==> src/rtl/trap_ctrl_if.sv <==
// Bundle of EXU request/response, CSR file and IFU redirect signals for trap_ctrl.
// slave: the sequencer's view; master: the surrounding EXU/CSR/IFU view.
interface trap_ctrl_if #(
  parameter int unsigned DATA_WIDTH = 32
);
  logic                  req_valid;
  logic                  req_ready;
  logic [2:0]            req_op;
  logic [DATA_WIDTH-1:0] req_csr;
  logic [DATA_WIDTH-1:0] req_src;
  logic [DATA_WIDTH-1:0] req_pc;
  logic                  irq_timer;

  logic [DATA_WIDTH-1:0] csr_addr;
  logic                  csr_wen;
  logic [DATA_WIDTH-1:0] csr_wdata;
  logic [DATA_WIDTH-1:0] csr_rdata;

  logic                  intr;
  logic [DATA_WIDTH-1:0] intr_NO;
  logic [DATA_WIDTH-1:0] intr_epc;
  logic [DATA_WIDTH-1:0] intr_mtvec;
  logic                  mret;
  logic [DATA_WIDTH-1:0] mret_mepc;

  logic                  resp_valid;
  logic                  rd_wen;
  logic [DATA_WIDTH-1:0] rd_wdata;
  logic                  redirect_valid;
  logic [DATA_WIDTH-1:0] redirect_pc;

  modport slave (
    input  req_valid, req_op, req_csr, req_src, req_pc, irq_timer,
           csr_rdata, intr_mtvec, mret_mepc,
    output req_ready, csr_addr, csr_wen, csr_wdata,
           intr, intr_NO, intr_epc, mret,
           resp_valid, rd_wen, rd_wdata, redirect_valid, redirect_pc
  );

  modport master (
    output req_valid, req_op, req_csr, req_src, req_pc, irq_timer,
           csr_rdata, intr_mtvec, mret_mepc,
    input  req_ready, csr_addr, csr_wen, csr_wdata,
           intr, intr_NO, intr_epc, mret,
           resp_valid, rd_wen, rd_wdata, redirect_valid, redirect_pc
  );
endinterface

==> src/rtl/trap_ctrl.sv <==
// System-instruction sequencer between EXU and the machine-mode CSR file.
// Optional timer-interrupt check stage enabled by defining TRAP_CTRL_IRQ_EN.
module trap_ctrl #(
  parameter int unsigned DATA_WIDTH = 32
) (
  input logic       clk,
  input logic       rst,
  trap_ctrl_if.slave bus
);

  localparam logic [2:0] OP_CSRRW = 3'd0;
  localparam logic [2:0] OP_CSRRS = 3'd1;
  localparam logic [2:0] OP_CSRRC = 3'd2;
  localparam logic [2:0] OP_ECALL = 3'd3;
  localparam logic [2:0] OP_MRET  = 3'd4;

  localparam logic [DATA_WIDTH-1:0] CSR_MSTATUS = DATA_WIDTH'(12'h300);
  localparam logic [DATA_WIDTH-1:0] CSR_MTVEC   = DATA_WIDTH'(12'h305);
  localparam logic [DATA_WIDTH-1:0] CSR_MEPC    = DATA_WIDTH'(12'h341);
  localparam logic [DATA_WIDTH-1:0] CSR_MCAUSE  = DATA_WIDTH'(12'h342);

  localparam logic [DATA_WIDTH-1:0] CAUSE_ILLEGAL = DATA_WIDTH'(2);
  localparam logic [DATA_WIDTH-1:0] CAUSE_ECALL   = DATA_WIDTH'(11);
`ifdef TRAP_CTRL_IRQ_EN
  // Interrupt bit in the MSB, machine timer code 7 in the low bits.
  localparam logic [DATA_WIDTH-1:0] CAUSE_IRQ = {1'b1, {(DATA_WIDTH-4){1'b0}}, 3'b111};
`endif

  typedef enum logic [2:0] {
    S_IDLE,
`ifdef TRAP_CTRL_IRQ_EN
    S_IRQ_CHK,
`endif
    S_CSR_RD,
    S_CSR_WR,
    S_TRAP,
    S_MRET
  } state_t;

  state_t                state_q, state_d;
  logic [2:0]            op_q;
  logic [DATA_WIDTH-1:0] csr_q, src_q, pc_q, old_q;
  logic [DATA_WIDTH-1:0] cause_q, cause_d;

  logic [2:0]            disp_op;
  logic [DATA_WIDTH-1:0] disp_csr;
  state_t                disp_state;
  logic [DATA_WIDTH-1:0] disp_cause;
  logic                  accept;

`ifndef TRAP_CTRL_IRQ_EN
  logic unused_irq;
  assign unused_irq = bus.irq_timer;
`endif

  function automatic logic csr_legal(input logic [DATA_WIDTH-1:0] a);
    return (a == CSR_MSTATUS) || (a == CSR_MTVEC) ||
           (a == CSR_MEPC)    || (a == CSR_MCAUSE);
  endfunction

  assign accept = (state_q == S_IDLE) && bus.req_valid;

  // Dispatch decodes the live request in IDLE and the latched one after an
  // interrupt check that found MIE clear, so both paths share one decoder.
  assign disp_op  = (state_q == S_IDLE) ? bus.req_op  : op_q;
  assign disp_csr = (state_q == S_IDLE) ? bus.req_csr : csr_q;

  always_comb begin
    disp_state = S_TRAP;
    disp_cause = CAUSE_ILLEGAL;
    case (disp_op)
      OP_CSRRW, OP_CSRRS, OP_CSRRC: begin
        if (csr_legal(disp_csr)) disp_state = S_CSR_RD;
      end
      OP_ECALL: disp_cause = CAUSE_ECALL;
      OP_MRET:  disp_state = S_MRET;
      default:  ;
    endcase
  end

  always_ff @(posedge clk or posedge rst) begin
    if (rst) begin
      state_q <= S_IDLE;
      op_q    <= '0;
      csr_q   <= '0;
      src_q   <= '0;
      pc_q    <= '0;
      old_q   <= '0;
      cause_q <= '0;
    end else begin
      state_q <= state_d;
      cause_q <= cause_d;
      if (accept) begin
        op_q  <= bus.req_op;
        csr_q <= bus.req_csr;
        src_q <= bus.req_src;
        pc_q  <= bus.req_pc;
      end
      if (state_q == S_CSR_RD) old_q <= bus.csr_rdata;
    end
  end

  always_comb begin
    state_d            = state_q;
    cause_d            = cause_q;
    bus.req_ready      = 1'b0;
    bus.csr_addr       = '0;
    bus.csr_wen        = 1'b0;
    bus.csr_wdata      = '0;
    bus.intr           = 1'b0;
    bus.intr_NO        = '0;
    bus.intr_epc       = '0;
    bus.mret           = 1'b0;
    bus.resp_valid     = 1'b0;
    bus.rd_wen         = 1'b0;
    bus.rd_wdata       = '0;
    bus.redirect_valid = 1'b0;
    bus.redirect_pc    = '0;

    case (state_q)
      S_IDLE: begin
        bus.req_ready = 1'b1;
        if (bus.req_valid) begin
`ifdef TRAP_CTRL_IRQ_EN
          if (bus.irq_timer) begin
            state_d = S_IRQ_CHK;
          end else begin
            state_d = disp_state;
            cause_d = disp_cause;
          end
`else
          state_d = disp_state;
          cause_d = disp_cause;
`endif
        end
      end

`ifdef TRAP_CTRL_IRQ_EN
      S_IRQ_CHK: begin
        bus.csr_addr = CSR_MSTATUS;
        if (bus.csr_rdata[3]) begin
          state_d = S_TRAP;
          cause_d = CAUSE_IRQ;
        end else begin
          state_d = disp_state;
          cause_d = disp_cause;
        end
      end
`endif

      S_CSR_RD: begin
        bus.csr_addr = csr_q;
        state_d      = S_CSR_WR;
      end

      S_CSR_WR: begin
        bus.csr_addr = csr_q;
        bus.csr_wen  = 1'b1;
        case (op_q)
          OP_CSRRS: bus.csr_wdata = old_q | src_q;
          OP_CSRRC: bus.csr_wdata = old_q & ~src_q;
          default:  bus.csr_wdata = src_q;
        endcase
        bus.resp_valid = 1'b1;
        bus.rd_wen     = 1'b1;
        bus.rd_wdata   = old_q;
        state_d        = S_IDLE;
      end

      S_TRAP: begin
        bus.intr           = 1'b1;
        bus.intr_NO        = cause_q;
        bus.intr_epc       = pc_q;
        bus.resp_valid     = 1'b1;
        bus.redirect_valid = 1'b1;
        bus.redirect_pc    = bus.intr_mtvec;
        state_d            = S_IDLE;
      end

      S_MRET: begin
        bus.mret           = 1'b1;
        bus.resp_valid     = 1'b1;
        bus.redirect_valid = 1'b1;
        bus.redirect_pc    = bus.mret_mepc;
        state_d            = S_IDLE;
      end

      default: state_d = S_IDLE;
    endcase
  end

endmodule

==> src/flat_wrapper.sv <==
// flat-port wrapper written by rule: the top's interface ports become plain ports
module trap_ctrl_flat 
#(
  parameter int unsigned DATA_WIDTH = 32
)
  (clk, rst, bus_req_valid, bus_req_op, bus_req_csr, bus_req_src, bus_req_pc, bus_irq_timer, bus_csr_rdata, bus_intr_mtvec, bus_mret_mepc, bus_req_ready, bus_csr_addr, bus_csr_wen, bus_csr_wdata, bus_intr, bus_intr_NO, bus_intr_epc, bus_mret, bus_resp_valid, bus_rd_wen, bus_rd_wdata, bus_redirect_valid, bus_redirect_pc);
  trap_ctrl_if #(.DATA_WIDTH(DATA_WIDTH)) bus_i ();
  input logic clk;
  input logic rst;
  input wire logic [$bits(bus_i.req_valid)-1:0] bus_req_valid;
  input wire logic [$bits(bus_i.req_op)-1:0] bus_req_op;
  input wire logic [$bits(bus_i.req_csr)-1:0] bus_req_csr;
  input wire logic [$bits(bus_i.req_src)-1:0] bus_req_src;
  input wire logic [$bits(bus_i.req_pc)-1:0] bus_req_pc;
  input wire logic [$bits(bus_i.irq_timer)-1:0] bus_irq_timer;
  input wire logic [$bits(bus_i.csr_rdata)-1:0] bus_csr_rdata;
  input wire logic [$bits(bus_i.intr_mtvec)-1:0] bus_intr_mtvec;
  input wire logic [$bits(bus_i.mret_mepc)-1:0] bus_mret_mepc;
  output wire logic [$bits(bus_i.req_ready)-1:0] bus_req_ready;
  output wire logic [$bits(bus_i.csr_addr)-1:0] bus_csr_addr;
  output wire logic [$bits(bus_i.csr_wen)-1:0] bus_csr_wen;
  output wire logic [$bits(bus_i.csr_wdata)-1:0] bus_csr_wdata;
  output wire logic [$bits(bus_i.intr)-1:0] bus_intr;
  output wire logic [$bits(bus_i.intr_NO)-1:0] bus_intr_NO;
  output wire logic [$bits(bus_i.intr_epc)-1:0] bus_intr_epc;
  output wire logic [$bits(bus_i.mret)-1:0] bus_mret;
  output wire logic [$bits(bus_i.resp_valid)-1:0] bus_resp_valid;
  output wire logic [$bits(bus_i.rd_wen)-1:0] bus_rd_wen;
  output wire logic [$bits(bus_i.rd_wdata)-1:0] bus_rd_wdata;
  output wire logic [$bits(bus_i.redirect_valid)-1:0] bus_redirect_valid;
  output wire logic [$bits(bus_i.redirect_pc)-1:0] bus_redirect_pc;
  assign bus_i.req_valid = bus_req_valid;
  assign bus_i.req_op = bus_req_op;
  assign bus_i.req_csr = bus_req_csr;
  assign bus_i.req_src = bus_req_src;
  assign bus_i.req_pc = bus_req_pc;
  assign bus_i.irq_timer = bus_irq_timer;
  assign bus_i.csr_rdata = bus_csr_rdata;
  assign bus_i.intr_mtvec = bus_intr_mtvec;
  assign bus_i.mret_mepc = bus_mret_mepc;
  assign bus_req_ready = bus_i.req_ready;
  assign bus_csr_addr = bus_i.csr_addr;
  assign bus_csr_wen = bus_i.csr_wen;
  assign bus_csr_wdata = bus_i.csr_wdata;
  assign bus_intr = bus_i.intr;
  assign bus_intr_NO = bus_i.intr_NO;
  assign bus_intr_epc = bus_i.intr_epc;
  assign bus_mret = bus_i.mret;
  assign bus_resp_valid = bus_i.resp_valid;
  assign bus_rd_wen = bus_i.rd_wen;
  assign bus_rd_wdata = bus_i.rd_wdata;
  assign bus_redirect_valid = bus_i.redirect_valid;
  assign bus_redirect_pc = bus_i.redirect_pc;
  trap_ctrl #(.DATA_WIDTH(DATA_WIDTH)) u_core (.clk(clk), .rst(rst), .bus(bus_i));
endmodule
==> config.mk <==
export PLATFORM = sky130hd
export DESIGN_NAME = trap_ctrl_flat
export DESIGN_NICKNAME = d
export VERILOG_FILES = /design/src/rtl/trap_ctrl_if.sv /design/src/rtl/trap_ctrl.sv /design/src/flat_wrapper.sv
export SDC_FILE = /design/constraint.sdc
export NUM_CORES = 1
export LEC_CHECK = 0
export BUFFER_PORTS_ARGS = -buffer_cell sky130_fd_sc_hd__clkbuf_2
export CAP_MARGIN = 10
export CORE_AREA = 2 2 153 155
export CTS_BUF_LIST = sky130_fd_sc_hd__clkbuf_8 sky130_fd_sc_hd__clkbuf_16
export CTS_CLUSTER_SIZE = 28
export DETAILED_ROUTE_END_ITERATION = 8
export DIE_AREA = 0 0 155 157
export PLACE_DENSITY_LB_ADDON = 0.1
export SYNTH_ARGS = -nofsm -noshare
export SYNTH_HDL_FRONTEND = slang
export SYNTH_SLANG_ARGS = --single-unit
==> constraint.sdc <==
create_clock -name clk -period 3.55 [get_ports clk]
set_input_delay 0.1775 -clock clk [delete_from_list [all_inputs] [get_ports clk]]
set_output_delay 0.1775 -clock clk [all_outputs]
set_load 0.02 [all_outputs]
==> After elaboration in Yosys (flattened, before gate mapping) <==
Index checks and enable logic that the tools add are counted.
{ "word_totals": {"register_bits": 166, "latch_bits": 0, "ram_bits": 0, "rom_bits": 0, "inputBits": 199, "output_inout_bits": 199, "n_memories": 0} }
{ "op_classes": {"addsub": 0, "mul": 0, "n_div": 0, "n_lt_le_gt_ge": 0, "n_eq_ne": 15, "n_shift": 0, "muxes": 20, "n_bitwise": 3, "n_reduce_logical": 11} }
{ "ops": {"columns": ["cell", "count"], "rows": [
  ["32-bit two-way mux", 6],
  ["32-bit by 10-bit equality test with 1-bit output, second input constant", 4],
  ["32-bit case mux with 2 select lines", 2],
  ["32-bit bitwise AND", 1],
  ["32-bit inverter", 1],
  ["32-bit OR", 1],
  ["3-bit by 2-bit equality test with 1-bit output, second input constant", 5],
  ["3-bit case mux with 2 select lines", 2],
  ["3-bit by 1-bit equality test with 1-bit output, second input constant", 3],
  ["3-bit equality test, second input constant", 2],
  ["3-bit logical NOT", 2],
  ["1-bit two-way mux", 6],
  ["3-bit two-way mux", 2],
  ["3-bit OR reduction", 2],
  ["4-bit two-way mux", 1],
  ["2-bit OR reduction", 2],
  ["1-bit logical OR", 3],
  ["2-bit two-way mux", 1],
  ["2-bit inequality test, second input constant", 1],
  ["2-bit AND reduction", 1],
  ["1-bit logical AND", 1]
]} }

==> Logic depth before layout (Yosys ltp) <==
Gate-level depths: netlist of the first run.
{ "logic_depth": {"word_depth": 10, "depth_mapped": 9, "mapped_depth_nobuf": 5} }

==> Worst setup path after synthesis of the first run <==
OpenSTA, ideal clock, no wires.
{ "synth_path": {"path_kind": "reg2out", "start": "register u_core.state_q[1]", "end": "output bus_csr_addr[10]", "arrival_time_ns": 1.504, "t_required_ns": 3.372, "path_slack_ns": 1.868, "stages_incl_launch_ff": 10, "path_cell_list": "dfrtp_1 buf_6 nor2b_2 buf_6 nand2b_1 buf_2 inv_4 nor2_4 buf_4 nor2b_1"} }
{ "synth_between": {"elab_chain_len": 3} }
{ "synth_rtl": {"columns": ["item", "line", "source"], "rows": [
  ["from (decl)", "trap_ctrl.sv:40", "state_t state_q, state_d;"],
  ["from (signal assigned)", "trap_ctrl.sv:91", "state_q <= state_d;"],
  ["3-bit by 2-bit equality test with 1-bit output or 3-bit by 1-bit equality test with 1-bit output (tied branches)", "trap_ctrl.sv:120", "case (state_q)"],
  ["2-bit OR reduction (no line) (*)", null, null],
  ["32-bit two-way mux (*)", "trap_ctrl.sv:120", null],
  ["to (decl)", "flat_wrapper.sv:20", "output wire logic [$bits(bus_i.csr_addr)-1:0] bus_csr_addr;"]
]} }
Mark *: on every way between the ends. The rest lies on a longest branch, timed or not.

==> Worst setup path after layout of the first run <==
{ "layout_path": {"start": "register u_core.state_q[1]", "end": "output bus_redirect_pc[14]"} }
{ "layout_between": {"elab_chain_len": 2} }
{ "layout_rtl": {"columns": ["item", "line", "source"], "rows": [
  ["3-bit equality test or 3-bit by 2-bit equality test with 1-bit output (tied branches)", "trap_ctrl.sv:120", null],
  ["32-bit case mux with 2 select lines (*)", "trap_ctrl.sv:120", null],
  ["to (decl)", "flat_wrapper.sv:31", "output wire logic [$bits(bus_i.redirect_pc)-1:0] bus_redirect_pc;"]
]} }
Marked as above.

==> flow_summary.json, run 1 <==
{
  "status": "complete, but fails checks",
  "violations": "negative hold slack",
  "synth_flop_cell": "dfrtp_1",
  "ant_nets": 0,
  "clk_latency_ns": 0.42,
  "core-area_um2": 22500,
  "hp-class": "in2async",
  "p_int_mw": 4.193,
  "p_leak_nw": 5.959,
  "avgRoutedWirePerCell_um": 15.69,
  "ios": 398,
  "grt-ovfl-total": 0,
  "finClkSkew_ns": 0.01220,
  "whs_ns": -0.01006,
  "syn_avg_cell_area_um2": 8.635,
  "max_stage_delay_ns": 0.54,
  "clk_pin_slew_ns": 0.06,
  "cts_tree": "yes",
  "synth_seq_area_share_pct": 46.75,
  "syn2layout_area_growth_pct": 51.32,
  "async_flop_share_pct": 100.0,
  "portBuffers": 367,
  "root_buffer": "clkbuf_16",
  "cts_sinks": 136,
  "cpMaxStageDelayCell": "dfrtp_1",
  "grt_usage_pct": 20.59,
  "drt_wl_total_mm": 25.15,
  "drive_gt1_share_pct": 34.17,
  "report.final.setup_viol": 0,
  "dp_slack_ns": 1.220,
  "p_per_area_nw_per_um2": 609.4,
  "syn_inst": 843,
  "firstDrtPassIters": 4,
  "setup_ws_ns": 0.7978,
  "reg2reg_setup_slack_ns": 1.26,
  "slew_headroom_pct": 37.28,
  "fp.dieH_um": 157,
  "critPathCaptureType": "primary output",
  "hold_violations": 14,
  "synth_top_area_share_pct": 46.75,
  "vdd.ir_drop.worst_mv": 0.3628,
  "htree_levels": 4,
  "yosysMostFrequentCell": "nand2_1",
  "yosys.area.top_type": "dfrtp_1",
  "worst_slew_pin_slew_ns": 0.9398,
  "maxCapViolations": 0,
  "utilization_pct": 48.95,
  "crit_type": "reg2out",
  "min_period_ns": 2.752,
  "critPathMaxFanout": 21,
  "die_x_um": 155,
  "dieArea_um2": 24340,
  "drc": 0,
  "dp_hpwl_mm": 17.03,
  "cp.required_ns": 3.37,
  "antenna_found_initial": 2,
  "arrival_ns": 2.57,
  "fillers": 2211,
  "grt_pass1_vias": 7427,
  "slew_viol_final": 0,
  "viasPerCell": 4.590,
  "syn_area_um2": 7279,
  "synth_seq_cells": 136,
  "ys_warn_count": 0,
  "cp-start-kind": "flip-flop",
  "synth_top_cells_by_count": "nand2_1 (334), dfrtp_1 (136), and3_1 (35), buf_4 (35), and2_1 (34)",
  "seqPwrFrac_pct": 37.0,
  "power_switching_share_pct": 37.54,
  "drt_iter0_markers": 359,
  "worstPathBufferInverterCount": 2,
  "rsz0062_at_grt": "false",
  "cts_buffers": 17,
  "grt_pass1_wl_mm": 39.53,
  "nets": 1503,
  "post_cts_buffers": 0,
  "synth_edf_count": 0,
  "max_clock_freq_mhz": 363.3,
  "vias": 7358,
  "clockPowerShare_pct": 27.5,
  "p_comb_share_pct": 35.4,
  "grt_max_degree": 137,
  "initial_core_util_pct": 32.35,
  "tns_ns": 0,
  "num_rows": 55,
  "clockBufferDepth": 2,
  "gp_congestion": 0.8246,
  "cp_top_family": "simple AND/OR/NAND/NOR gates",
  "p_sw_mw": 2.520,
  "min_period_over_period_pct": 77.53,
  "synth.distinct_cells": 43,
  "synthTopCellsByArea": "dfrtp_1 (47%), nand2_1 (17%), mux2_2 (4.2%), a22o_1 (3.9%), buf_4 (3.6%)",
  "cp_cell_sequence": "nor2b_2 -> and2_1 -> buf_4 -> a22o_1 -> clkbuf_2"
}
-- per-stage QoR --
| step | cell area, µm² | total power, mW | cells |
|---|---|---|---|
| floorplan | 7388 | 4.050 | 871 |
| global placement | 9150 | 4.772 | 1445 |
| detailed placement | 9150 | 4.810 | 1445 |
| CTS | 11010 | 6.795 | 1602 |
| global route | 11020 | 7.181 | 1603 |
| finish | 11020 | 6.713 | 1603 |
-- worst paths after layout --
path,start,end,cells past startpoint
max in group asynchronous,rst,u_core.csr_q[3],3
setup / recovery,u_core.state_q[1],bus_redirect_pc[14],5
hold / removal,rst,u_core.src_q[21],3
min in group clk,bus_req_op[0],u_core.op_q[0],3
hold reg to reg,u_core.pc_q[16],u_core.pc_q[16],2
setup reg to reg,u_core.state_q[0],u_core.csr_q[12],5
-- worst reg2reg max path, stage by stage (launching register included) --
cell and delay (ns):
dfrtp_1 0.53, nor3_4 0.51, and2_4 0.72, buf_12 0.30
nand2_1 0.11, nand2_1 0.06
-- repair_timing --
item                      in CTS  in global routing
gates resized for setup        0                  0
hold buffers                 125                  0
hold endpoints to repair     125                  0
-- cells in the final DEF, fill, tap and decap left out, types with 3 or more instances in the layout --
master / netlist / final
a21oi_1: 33 / 33
a22o_1: 32 / 32
and2_1: 34 / 33
and3_1: 35 / 35
buf_4: 35 / 9
bufinv_16: 0 / 3
clkbuf_16: 0 / 17
clkbuf_2: 1 / 367
clkinvlp_4: 0 / 4
conb_1: 1 / 29
dfrtp_1: 136 / 136
dlygate4sd3_1: 0 / 125
mux2_1: 5 / 5
mux2_2: 27 / 27
nand2_1: 334 / 333
nand3b_1: 32 / 32
nand4_1: 4 / 4
nor2_1: 5 / 4
nor2b_1: 32 / 32
nor4_1: 10 / 10
nor4bb_1: 3 / 3
or3_1: 3 / 3
-- layout make-up --
type | instances | area [µm²] | share of cell area [%]
Antenna cell | 1 | 2.502 | 0.02272
Clock buffer | 18 | 439.2 | 3.987
Clock inverter | 14 | 172.7 | 1.567
Inverter | 2 | 13.76 | 0.1249
Multi-Input combinational cell | 644 | 3432 | 31.16
Sequential cell | 136 | 3403 | 30.89
Tap cell | 285 | 356.6 | 3.237
Timing Repair Buffer | 503 | 3196 | 29.01
-- kinds of logic (layout without fill, tap and decap cells) --
family | after synthesis | in the layout | synth area share, %
buffers and inverters | 91 | 537 | 7.803
flip-flops | 136 | 136 | 46.75
multiplexers | 32 | 32 | 4.950
AO/OA/AOI/OAI | 75 | 75 | 7.065
XOR/XNOR | 1 | 1 | 0.1203
other | 1 | 30 | 0.05151
AND/OR/NAND/NOR | 507 | 507 | 33.26
-- power groups by stage --
| stage | clock, mW | combinational (mW) | sequential (mW) |
|---|---|---|---|
| 3_3_place_gp | 0 | 2.28 | 2.50 |
| 5_1_grt | 1.96 | 2.64 | 2.58 |
| 2_1_floorplan | 0 | 1.68 | 2.37 |
| 4_1_cts | 1.89 | 2.42 | 2.49 |
| 6_report | 1.85 | 2.38 | 2.49 |
| 3_5_place_dp | 0 | 2.30 | 2.51 |
-- routing by layer --
layer / up-vias / wire length (µm) / part of all wire [%] / GRT usage, %
met1: 3482 / 11460 / 46 / 26.96
met3: 29 / 1433 / 5.7 / 4.983
li1: 3628 / - / - / -
met2: 217 / 11830 / 47 / 34.16
met4: 2 / 412 / 1.6 / 5.556
met5: - / 13 / 0.052 / 0
-- sequential cells by signal (all words and copies together), names as in the netlist --
register,flops
u_core.csr_q,32
u_core.old_q,32
u_core.pc_q,32
u_core.src_q,32
u_core.op_q,3
u_core.state_q,3
u_core.cause_q,2
Note: power is estimated with default switching activity, not from simulation.
==> run 2, diff against run 1 <==
Clock period 3.55 ns to 2.5 ns, I/O delays scaled along.
==> run 2 against run 1 <==
  * Non-clock buffer count increased by 14
  * Register-to-register slack got worse by 0.55 ns
  * Design area increased by 1.3%
  * Worst hold slack improved by 0.045 ns
  * Setup slack got worse by 0.58 ns
  * Via count increased by 1.3%
  * The run now ends clean
  * Critical path depth increased by 1
  * Power increased by 43%
  * Clock skew decreased by 0.0017 ns
  * Sequential share of layout area decreased by 0.38 points
  * Wire length increased by 2.8%
  * Core utilization increased by 0.62 points
==> flow_summary.json, run 2 (same netlist as run 1, synthesis figures left out) <==
{
  "clk_latency_ns": 0.42,
  "portBuffers": 367,
  "whs_ns": 0.03479,
  "nets": 1517,
  "viasPerCell": 4.614,
  "cp-startpoint": "u_core.state_q[1]",
  "ios": 398,
  "root_buffer": "clkbuf_16",
  "drc": 0,
  "grt_max_degree": 73,
  "p_per_area_nw_per_um2": 859.5,
  "critPathMaxFanout": 36,
  "cpMaxStageDelayCell": "dfrtp_2",
  "avgRoutedWirePerCell_um": 15.99,
  "rsz0062_at_grt": "false",
  "clockPowerShare_pct": 27.5,
  "wl_met2_mm": 12.21,
  "seqPwrFrac_pct": 36.7,
  "dieArea_um2": 24340,
  "critPathMostFrequentCell": "buf_6",
  "syn2layout_area_growth_pct": 53.25,
  "slew_headroom_pct": 44.00,
  "ant_nets": 0,
  "critPathCaptureType": "primary output",
  "drt_iter0_markers": 377,
  "met1Wirelength_mm": 11.96,
  "dp_hpwl_mm": 17.30,
  "dp_slack_ns": 0.4202,
  "routed.top_layer": "met5",
  "num_rows": 55,
  "arrival_ns": 2.15,
  "min_from": "bus_req_valid",
  "die_x_um": 155,
  "max_stage_delay_ns": 0.46,
  "finClkSkew_ns": 0.01054,
  "tns_ns": 0,
  "firstDrtPassIters": 4,
  "final_cell_area_um2": 11160,
  "core-area_um2": 22500,
  "p_leak_nw": 6.031,
  "drt_wl_total_mm": 25.85,
  "grt-ovfl-total": 0,
  "worstReg2RegStart": "u_core.state_q[1]",
  "cts_tree": "yes",
  "grt_pass1_vias": 7636,
  "min_period_ns": 2.280,
  "cp-start-kind": "flip-flop",
  "hp-class": "in2reg",
  "crit_type": "reg2out",
  "clockBufferDepth": 2,
  "drive_gt1_share_pct": 34.41,
  "gp_congestion": 0.8517,
  "setup_ws_ns": 0.2202,
  "min_period_over_period_pct": 91.19,
  "grt_usage_pct": 21.28,
  "fp.dieH_um": 157,
  "final_common_cell": "clkbuf_2",
  "slew_viol_final": 0,
  "cp.required_ns": 2.38,
  "cts_buffers": 17,
  "maxCapViolations": 0,
  "report.final.setup_viol": 0,
  "fillers": 2271,
  "vias": 7456,
  "dpl-instance-area_um2": 9215,
  "power_switching_share_pct": 37.58,
  "antenna_cells": 0,
  "hold_violations": 0,
  "cts_sinks": 136,
  "antenna_found_initial": 1,
  "max_clock_freq_mhz": 438.6,
  "p_int_mw": 5.985,
  "vdd.ir_drop.worst_mv": 0.5346,
  "htree_levels": 4,
  "worst_slew_pin_slew_ns": 0.8401,
  "final_cell_mix": "clkbuf_2 (367), nand2_1 (333), dfrtp_1 (135), dlygate4sd3_1 (132), and3_1 (35)",
  "p_sw_mw": 3.603,
  "initial_core_util_pct": 32.35,
  "p_comb_share_pct": 35.8,
  "status": "complete, no violations",
  "grt_pass1_wl_mm": 40.84,
  "clk_pin_slew_ns": 0.06,
  "wl_met3_mm": 1.171,
  "utilization_pct": 49.57,
  "cp_cell_sequence": "nor2b_2 -> buf_6 -> and2_1 -> buf_6 -> a22o_1 -> clkbuf_2"
}
==> run 2: changes by cell type in the layout (fill, tap and decap cells not counted), sizes merged <==
cell | before | now
buf | 11 | 18
dlygate4sd3 | 125 | 132
clkinvlp | 4 | 3
diode | 1 | 0
inv | 5 | 6
==> run 2: worst paths after layout <==
check | depth (start not counted) | to | slack, ns
min in group asynchronous | 3 | u_core.src_q[27] | 0.34
worst min-delay path | 2 | u_core.state_q[0] | 0.03
worst min register to register | 2 | u_core.pc_q[15] | 0.47
worst max-delay path | 6 | bus_redirect_pc[25] | 0.22
max in group asynchronous | 4 | u_core.old_q[21] | 1.50
worst max register to register | 5 | u_core.src_q[22] | 0.71
==> run 2: per-layer routing <==
layer / global-route usage, % / vias to the layer above
met5: 0 / -
met4: 6.261 / 2
met3: 4.488 / 34
met2: 35.39 / 235
met1: 28.02 / 3525
li1: - / 3660
==> run 2: cell type report <==
type / instances / area [µm²] / area share, %
Sequential cell: 136 / 3405 / 30.52
Inverter: 2 / 13.76 / 0.1234
Timing Repair Buffer: 517 / 3338 / 29.92
Multi-Input combinational cell: 644 / 3432 / 30.76
Clock buffer: 18 / 439.2 / 3.937
Clock inverter: 14 / 171.4 / 1.537
Tap cell: 285 / 356.6 / 3.197
==> run 2: metrics by stage <==
stage | cells | power [mW]
final | 1616 | 9.588
after floorplan | 871 | 5.750
after global routing | 1616 | 10.29
after detailed placement | 1452 | 6.846
after CTS | 1616 | 9.710
after global placement | 1452 | 6.797
==> run 2: critical path: cells and delay by family, from the launching register on <==
| kind | cells | cell delay (ns) |
|---|---|---|
| DFF | 1 | 0.46 |
| and+or+nand+nor | 2 | 0.38 |
| buffers and inverters | 3 | 0.68 |
| AOI/OAI and AO/OA | 1 | 0.21 |
==> run 2: power groups by stage <==
stage / Combinational (mW) / Sequential, mW / Clock [mW]
CTS: 3.47 / 3.52 / 2.72
finish: 3.43 / 3.52 / 2.64
global placement: 3.26 / 3.53 / 0
detailed placement: 3.29 / 3.55 / 0
floorplan: 2.38 / 3.37 / 0
global route: 3.82 / 3.65 / 2.81
==> run 2: repair_timing <==
action | CTS | global route
setup endpoints to repair | 28 | 33
endpoints found under the hold margin | 153 | 0
cloned | 0 | 0
gates resized for setup | 1 | 2
hold buffers | 132 | 0
buffers inserted | 0 | 0
